--- src/rtl/two_sum_finder.sv ---
// rtl/two_sum_finder.sv - streaming pair-sum detector over a one-bit presence bitmap
module two_sum_finder #(
  parameter int DATA_W   = 16,
  parameter int TARGET   = 2020,
  parameter int TABLE_AW = 11
) (
  input  logic                clk,
  input  logic                reset,
  input  logic [DATA_W-1:0]   data,
  input  logic                data_valid,
  input  logic                data_last,
  output logic                data_ready,
  input  logic                restart,
  output logic                busy,
  output logic                done,
  output logic                found,
  output logic [DATA_W-1:0]   operand_a,
  output logic [DATA_W-1:0]   operand_b,
  output logic [2*DATA_W-1:0] product,
  output logic [15:0]         beat_count
);

  localparam logic [DATA_W-1:0]   TARGET_W  = DATA_W'(TARGET);
  localparam logic [TABLE_AW-1:0] LAST_ADDR = '1;

  typedef enum logic [1:0] {
    ST_CLEAR = 2'd0,
    ST_RUN   = 2'd1,
    ST_DONE  = 2'd2
  } state_t;

  state_t                state_q, state_d;
  logic [TABLE_AW-1:0]   clr_addr_q, clr_addr_d;
  logic                  done_q, done_d;
  logic                  found_q, found_d;
  logic [DATA_W-1:0]     operand_a_q, operand_a_d;
  logic [DATA_W-1:0]     operand_b_q, operand_b_d;
  logic [2*DATA_W-1:0]   product_q, product_d;
  logic [15:0]           beat_count_q, beat_count_d;

  // Presence bitmap: no reset, its contents are only trusted after CLEAR sweeps it.
  logic [(2**TABLE_AW)-1:0] seen_q;
  logic                     tbl_we;
  logic [TABLE_AW-1:0]      tbl_waddr;
  logic                     tbl_wdata;

  logic [DATA_W-1:0] comp;
  logic              in_range;
  logic              hit;

  assign comp     = TARGET_W - data;
  assign in_range = (data <= TARGET_W);
  assign hit      = seen_q[comp[TABLE_AW-1:0]];

  always_comb begin
    state_d      = state_q;
    clr_addr_d   = clr_addr_q;
    done_d       = done_q;
    found_d      = found_q;
    operand_a_d  = operand_a_q;
    operand_b_d  = operand_b_q;
    product_d    = product_q;
    beat_count_d = beat_count_q;
    tbl_we       = 1'b0;
    tbl_waddr    = clr_addr_q;
    tbl_wdata    = 1'b0;

    if (restart) begin
      state_d      = ST_CLEAR;
      clr_addr_d   = '0;
      done_d       = 1'b0;
      found_d      = 1'b0;
      operand_a_d  = '0;
      operand_b_d  = '0;
      product_d    = '0;
      beat_count_d = '0;
    end else begin
      case (state_q)
        ST_CLEAR: begin
          tbl_we     = 1'b1;
          clr_addr_d = clr_addr_q + TABLE_AW'(1);
          if (clr_addr_q == LAST_ADDR) begin
            state_d = ST_RUN;
          end
        end
        ST_RUN: begin
          if (data_valid) begin
            if (beat_count_q != 16'hFFFF) begin
              beat_count_d = beat_count_q + 16'd1;
            end
            // Lookup precedes insert, so a self-pair needs an earlier equal value.
            if (in_range && hit) begin
              state_d     = ST_DONE;
              done_d      = 1'b1;
              found_d     = 1'b1;
              operand_a_d = comp;
              operand_b_d = data;
              product_d   = {{DATA_W{1'b0}}, comp} * {{DATA_W{1'b0}}, data};
            end else begin
              if (in_range) begin
                tbl_we    = 1'b1;
                tbl_waddr = data[TABLE_AW-1:0];
                tbl_wdata = 1'b1;
              end
              if (data_last) begin
                state_d = ST_DONE;
                done_d  = 1'b1;
              end
            end
          end
        end
        default: begin
        end
      endcase
    end
  end

  always_ff @(posedge clk) begin
    if (reset) begin
      state_q      <= ST_CLEAR;
      clr_addr_q   <= '0;
      done_q       <= 1'b0;
      found_q      <= 1'b0;
      operand_a_q  <= '0;
      operand_b_q  <= '0;
      product_q    <= '0;
      beat_count_q <= '0;
    end else begin
      state_q      <= state_d;
      clr_addr_q   <= clr_addr_d;
      done_q       <= done_d;
      found_q      <= found_d;
      operand_a_q  <= operand_a_d;
      operand_b_q  <= operand_b_d;
      product_q    <= product_d;
      beat_count_q <= beat_count_d;
    end
  end

  always_ff @(posedge clk) begin
    if (!reset && tbl_we) begin
      seen_q[tbl_waddr] <= tbl_wdata;
    end
  end

  assign busy       = (state_q == ST_CLEAR);
  assign data_ready = (state_q == ST_RUN);
  assign done       = done_q;
  assign found      = found_q;
  assign operand_a  = operand_a_q;
  assign operand_b  = operand_b_q;
  assign product    = product_q;
  assign beat_count = beat_count_q;

endmodule
--- config.mk ---
export PLATFORM = sky130hd
export DESIGN_NAME = two_sum_finder
export DESIGN_NICKNAME = d
export VERILOG_FILES = /design/src/rtl/two_sum_finder.sv
export SDC_FILE = /design/constraint.sdc
export NUM_CORES = 2
export LEC_CHECK = 0
export CORE_MARGIN = 2
export CORE_UTILIZATION = 59
export CTS_CLUSTER_DIAMETER = 150
export CTS_CLUSTER_SIZE = 12
export DETAILED_ROUTE_END_ITERATION = 6
export DONT_BUFFER_PORTS = 1
export GPL_TIMING_DRIVEN = 0
export PLACE_DENSITY_LB_ADDON = 0.25
export REMOVE_ABC_BUFFERS = 1
export SETUP_SLACK_MARGIN = 0.05
export SYNTH_ARGS = -nofsm -noshare
export SYNTH_HDL_FRONTEND = slang
export SYNTH_SLANG_ARGS = --single-unit
--- constraint.sdc ---
create_clock -name clk -period 47.4 [get_ports clk]
set_input_delay 9.48 -clock clk [delete_from_list [all_inputs] [get_ports clk]]
set_output_delay 9.48 -clock clk [all_outputs]
set_load 0.1 [all_outputs]
## After elaboration in Yosys (flattened, before gate mapping)

Cells that the tools add are included.
Widths: inputs -> output; s select.

- Bits of input ports: 21
- Logic and storage cells: 59
- Output and inout bits: 84
- Register bits: 2,143

- Mux-type cells: 24
- Add/sub/neg operators: 3
- Magnitude comparators: 4
- Reductions and logical operators: 12
- Eq/ne operators: 6
- Multiply operators: 1

Operator list:

| kind | number |
|---|---|
| $bwmux 2048 | 1 |
| $mux 11 | 5 |
| $mul 16x16->32 | 1 |
| $lt 11x12->1 const B | 2 |
| $add 16x1->16 const B | 1 |
| $le 16x11->1 const B | 1 |
| $ne 16x16->1 const B | 1 |
| $sub 11x16->16 const A | 1 |
| $add 11x1->11 const B | 1 |
| $bmux 1 s11 | 1 |
| $demux 1 s11 | 1 |
| $eq 11x11->1 const B | 1 |
| $ge 11x1->1 const B | 1 |
| $mux 1 | 10 |
| $reduce_and 3->1 | 3 |
| $mux 2 | 4 |
| $pmux 2 s2 | 1 |
| $reduce_and 4->1 | 1 |
| $reduce_bool 2->1 | 2 |
| $logic_and 1x1->1 | 3 |
| $ne 3x2->1 const B | 1 |
| $eq 2x1->1 const B | 1 |
| $logic_not 2->1 | 1 |
| $ne 2x1->1 const B | 1 |
| 4 further kinds | 4 |

## Longest topological paths before layout

- Depth after elaboration: 13
- Depth in mapped cells: 41
- Mapped depth without buffers: 32

## Worst setup path after synthesis

OpenSTA, ideal clock, no wires.

- Path type: input port to flip-flop
- Start point: in data[0]
- End point: reg seen_q[0], data pin
- Buffers on the path: 14
- Stages: 27
- Setup time: 4,764 ps
- Slack: 5,976 ps
- Required time: 42,636 ps
- Arrival: 36,660 ps
- Cell sequence: buf_2 -> buf_6 -> buf_4 -> buf_6 -> buf_4 -> inv_1 -> buf_1 -> ha_1 -> inv_1 -> ha_1 -> buf_2 -> buf_2 -> buf_1 -> buf_1 -> mux4_2 -> a22oi_1 -> a21oi_1 -> o21ai_0 -> nand4_1 -> and3_1 -> o311a_1 -> or3_1 -> buf_2 -> buf_6 -> buf_6 -> buf_2 -> inv_1

- Elaborated cells between the ends (all ways): 21
- Those cells by class: 1 x add/sub; 3 x order compare; 15 x mux; 2 x reduce/logical

RTL lines:

| element | line | text |
|---|---|---|
| start: declaration | 9 | `input logic [DATA_W-1:0] data,` |
| $sub 11x16->16 | 51 | `assign comp = TARGET_W - data;` |
| $bmux 1 s11 | 53 | `assign hit = seen_q[comp[TABLE_AW-1:0]];` |
| $mux 1 (implied by the code) | 53 |  |
| $logic_and 1x1->1 | 92 | `if (in_range && hit) begin` |
| $mux 1 (*) | 92 |  |
| $mux 1 (*) | 87 | `if (data_valid) begin` |
| $mux 1 (*) | 78 | `case (state_q)` |
| $mux 1 (*) | 68 | `if (restart) begin` |
| net tbl_wdata | 45 | `logic tbl_wdata;` |
| $bwmux 2048 (*) | 142 | `seen_q[tbl_waddr] <= tbl_wdata;` |
| end signal: indexed assignment | 142 |  |
| end: declaration | 42 | `logic [(2**TABLE_AW)-1:0] seen_q;` |

Mark *: on every way through the listed nets, which the timed path passes. The rest lies on a longest branch. The select of a mux whose other input is x is not followed.
A chain may end at the register's enable or synchronous reset.

## Worst setup path after layout

- Start point: in data[0]
- End point: reg seen_q[343], data pin

The elaborated chain is that of the path after synthesis.

==> impl_metrics.tcl <==
set metrics [dict create \
    grt_usage_pct 31.7 \
    yosysTopAreaCell "edfxtp_1" \
    p_per_area_nw_per_um2 38.5 \
    synth_compound_area_share_pct 2.75 \
    cts_buffers 196 \
    gp_congestion 0.816 \
    setup-violations-final 0 \
    vdd_ir_drop_max_mv 0.139 \
    synthMuxAreaShare_pct 16.1 \
    io_buffers 0 \
    dieWidth_um 436 \
    slowest_stage "inv_1" \
    fillers 13416 \
    switching_share_pct 29.1 \
    synth-edff-count 2048 \
    hold_viol 0 \
    synthXorXnorAreaFrac_pct 0.366 \
    coreArea_um2 185000 \
    grt-ovfl-total 0 \
    fin_crit_sh_pct 44.4 \
    yosysWarnings 0 \
    syn_area_per_cell_um2 12.2 \
    dr_total_vias 74024 \
    synthSimpleGateAreaFrac_pct 14.4 \
    synth_top_family_by_area "multiplexers" \
    clock_latency_ns 0.86 \
    syn_inst 9016 \
    yosysSeqAreaShare_pct 57.5 \
    rsz0062_at_grt "no" \
    place_hpwl_mm 187 \
    grt_max_degree 493 \
    design.die.area_um2 190000 \
    synth_fa_ha_area_share_pct 4.92 \
    clock_skew_ns 0.0274 \
    cts_hold_buf 0 \
    drtIter0Drc 10742 \
    maxSlewViolCount 213 \
    drive_above_1_share_pct 11.3 \
    place_ws_ns 26.15 \
    cpLargestDelayFamily "buffers and inverters" \
    ys_ff_latch 2141 \
    intPower_w 0.00328 \
    cp_max_fo 492 \
    ys.flop_type "edfxtp_1" \
    initial_core_util_pct 59.4 \
    slew_headroom_pct -16.8 \
    fp-row-count 158 \
    cts_tree "done" \
    io_pins 105 \
    antenna_found_initial 7 \
    worst_path_most_repeated_cell "buf_16" \
    ys_top_cells_by_area "edfxtp_1 56%, nor2_1 11%, mux4_2 9.4%" \
    syn_area_um2 110000 \
    cts_sinks 2141 \
    tightest_slew_ns 1.75 \
    cts_resized 0 \
    clk_pin_slew_worst_paths_ns 0.07 \
    clockPowerShare_pct 30.8 \
    setup_slack_ns 26.37 \
    h-tree-depth 4 \
    synth_top_area_share_pct 55.8 \
    fin_nets 9104 \
    max-cap-violations 0 \
    routed_wl_mm 304 \
    endpoint_kind "flip-flop" \
    grt_pass1_vias 73507 \
    p_leak_nw 46.4 \
    synth_cell_types 69 \
    routed_via_density 6.55 \
    startpoint_type "input pin" \
    syn2layout_area_growth_pct 9.30 \
    detail-route-antenna-nets 0 \
    critPathMaxStageDelay_ns 1.17 \
    cts_setup_buffers 0 \
    drc_errors 0 \
    grt_pass1_wl_mm 455 \
    avgRoutedWirePerCell_um 26.9 \
    setup_tns_ns 0 \
    ctsLongestPathBuffers 3 \
    status "finished with violations" \
    p_seq_share_pct 44.0 \
    clock.fmax_ghz 0.0475 \
    async_flop_share_pct 0 \
    period_minus_slack_ns 21.03 \
    crit_buf_inv 13 \
    violations "max-slew violations" \
    path_cells "inv_1 > ha_4 > inv_1 > ha_4 > buf_16 > buf_16 > buf_16 > mux4_2 > nand2_1 > a21oi_1 > nor3_1 > o21ai_1 > nor3_1 > a221oi_1 > o311a_1 > or3_4 > buf_16 > buf_16 > buf_16 > inv_8 > buf_16 > buf_16 > buf_16 > buf_16" \
    die_y_um 436 \
    worstSetupPathType "in -> reg" \
    combinationalPowerShare_pct 25.2 \
    dr.pass1.iters 6 \
    root_buffer "clkbuf_16" \
    arrival_ns 21.57 \
    p_sw_w 0.00135 \
    critPathRequiredTime_ns 47.94 \
    worst_hold_path_type "reg -> reg" \
]
-- power groups by stage --
stage | clock network [W] | logic (W) | registers (W)
after floorplan | 0 | 0.000894 | 0.00208
after global placement | 0 | 0.00117 | 0.00208
after detailed placement | 0 | 0.00115 | 0.00208
after CTS | 0.00144 | 0.00116 | 0.00204
after global routing | 0.00150 | 0.00131 | 0.00204
final | 0.00142 | 0.00117 | 0.00204
-- worst reg2reg max path, cell delays in order (launching register included) --
cell      delay (ns)
edfxtp_1        0.37
mux4_2          0.46
a22oi_1         0.22
a21oi_1         0.13
nor3_1          0.89
o21ai_1         0.47
nor3_1          0.88
a221oi_1        0.34
o311a_1         0.46
or3_4           0.67
buf_16          0.36
buf_16          0.32
buf_16          0.32
inv_8           0.56
buf_16          0.41
buf_16          0.50
buf_16          0.45
buf_16          0.59
-- Yosys cell counts (26+ instances only) --
master / count
nor2_1: 3178
edfxtp_1: 2048
mux2i_1: 714
mux4_2: 459
clkbuf_1: 340
nand2_1: 317
inv_1: 258
buf_2: 203
fa_1: 194
ha_1: 123
nor2b_1: 108
a22oi_1: 101
dfxtp_1: 93
a21oi_1: 91
nand2b_1: 82
nand3_1: 69
buf_6: 68
buf_1: 47
nor3_1: 46
o21ai_0: 40
a22o_1: 35
and2_1: 30
a211oi_1: 28
xnor2_1: 26
-- final timing paths --
| check | to | slack [ns] | startpoint | cells past startpoint |
|---|---|---|---|---|
| max | seen_q[343] | 26.37 | data[0] | 24 |
| min | state_q[0] | 0.54 | state_q[0] | 2 |
| max reg2reg | seen_q[343] | 38.40 | seen_q[422] | 17 |
| min reg2reg | state_q[0] | 0.54 | state_q[0] | 2 |
-- cells in the final DEF, fill, tap and decap left out, types with 29 or more instances in the layout --
cell       netlist  layout
ha_1           123     115
nand2_1        317     315
buf_12           0      53
o21ai_0         40      40
nor3_1          46      42
inv_1          258     254
buf_16           0      98
a22oi_1        101     100
nand2b_1        82      82
dfxtp_1         93      92
edfxtp_1      2048    2048
clkbuf_1       340      39
mux2i_1        714     714
nor2b_1        108     104
fa_1           194     194
a22o_1          35      35
nand3_1         69      67
and2_1          30      29
mux4_2         459     459
clkbuf_16        0     197
nor2_1        3178    3171
buf_8            0      63
a21oi_1         91      91
-- final cells by class --
cell class	count	area (µm²)	area share (%)
flip-flops and latches	2141	63400	52.6
multi-input cells	5935	42800	35.5
clock buffers	236	5080	4.21
repair buffers	231	4880	4.05
well taps	2480	3100	2.58
inverters	261	991	0.823
clock inverters	15	234	0.194
diodes	5	12.5	0.0104
-- flip-flops by register name, summed over array words and instances, names as in the netlist --
name	flops
beat_count	16
clr_addr_q	11
done	1
found	1
operand_a	16
operand_b	15
product	31
seen_q	2048
state_q	2
-- cells by family (layout without fill, tap and decap cells) --
logic type                 Yosys count  count (layout)
AOI/OAI and AO/OA                  430             430
xor gates and xnor gates            46              46
adders and majority gates          317             317
buffers and inverters              940             743
DFF                               2141            2141
muxes                             1193            1193
other                                0               5
and+or+nand+nor                   3949            3949
-- metal layers --
metal	vias up	GRT usage (%)	share of wire [%]	routed length, µm
li1	31206	-	-	-
met1	37150	43.2	37	112000
met2	4814	49.2	46	139000
met3	850	7.31	12	38000
met4	4	13.7	4.8	14600
met5	-	0	0.0089	27
-- through the flow --
step | instance area (µm²) | hold slack, ns | total power [W] | instances | utilization (%)
finish | 120000 | 0.536 | 0.00463 | 11304 | 65.0
global route | 120000 | 0.586 | 0.00484 | 11299 | 65.0
CTS | 120000 | 0.534 | 0.00464 | 11299 | 65.0
detailed placement | 115000 | 0.521 | 0.00323 | 11048 | 62.1
global placement | 110000 | 0.480 | 0.00325 | 10817 | 59.3
floorplan | 107000 | 0.464 | 0.00297 | 8337 | -
No activity file was read; power rests on OpenSTA's default activity.
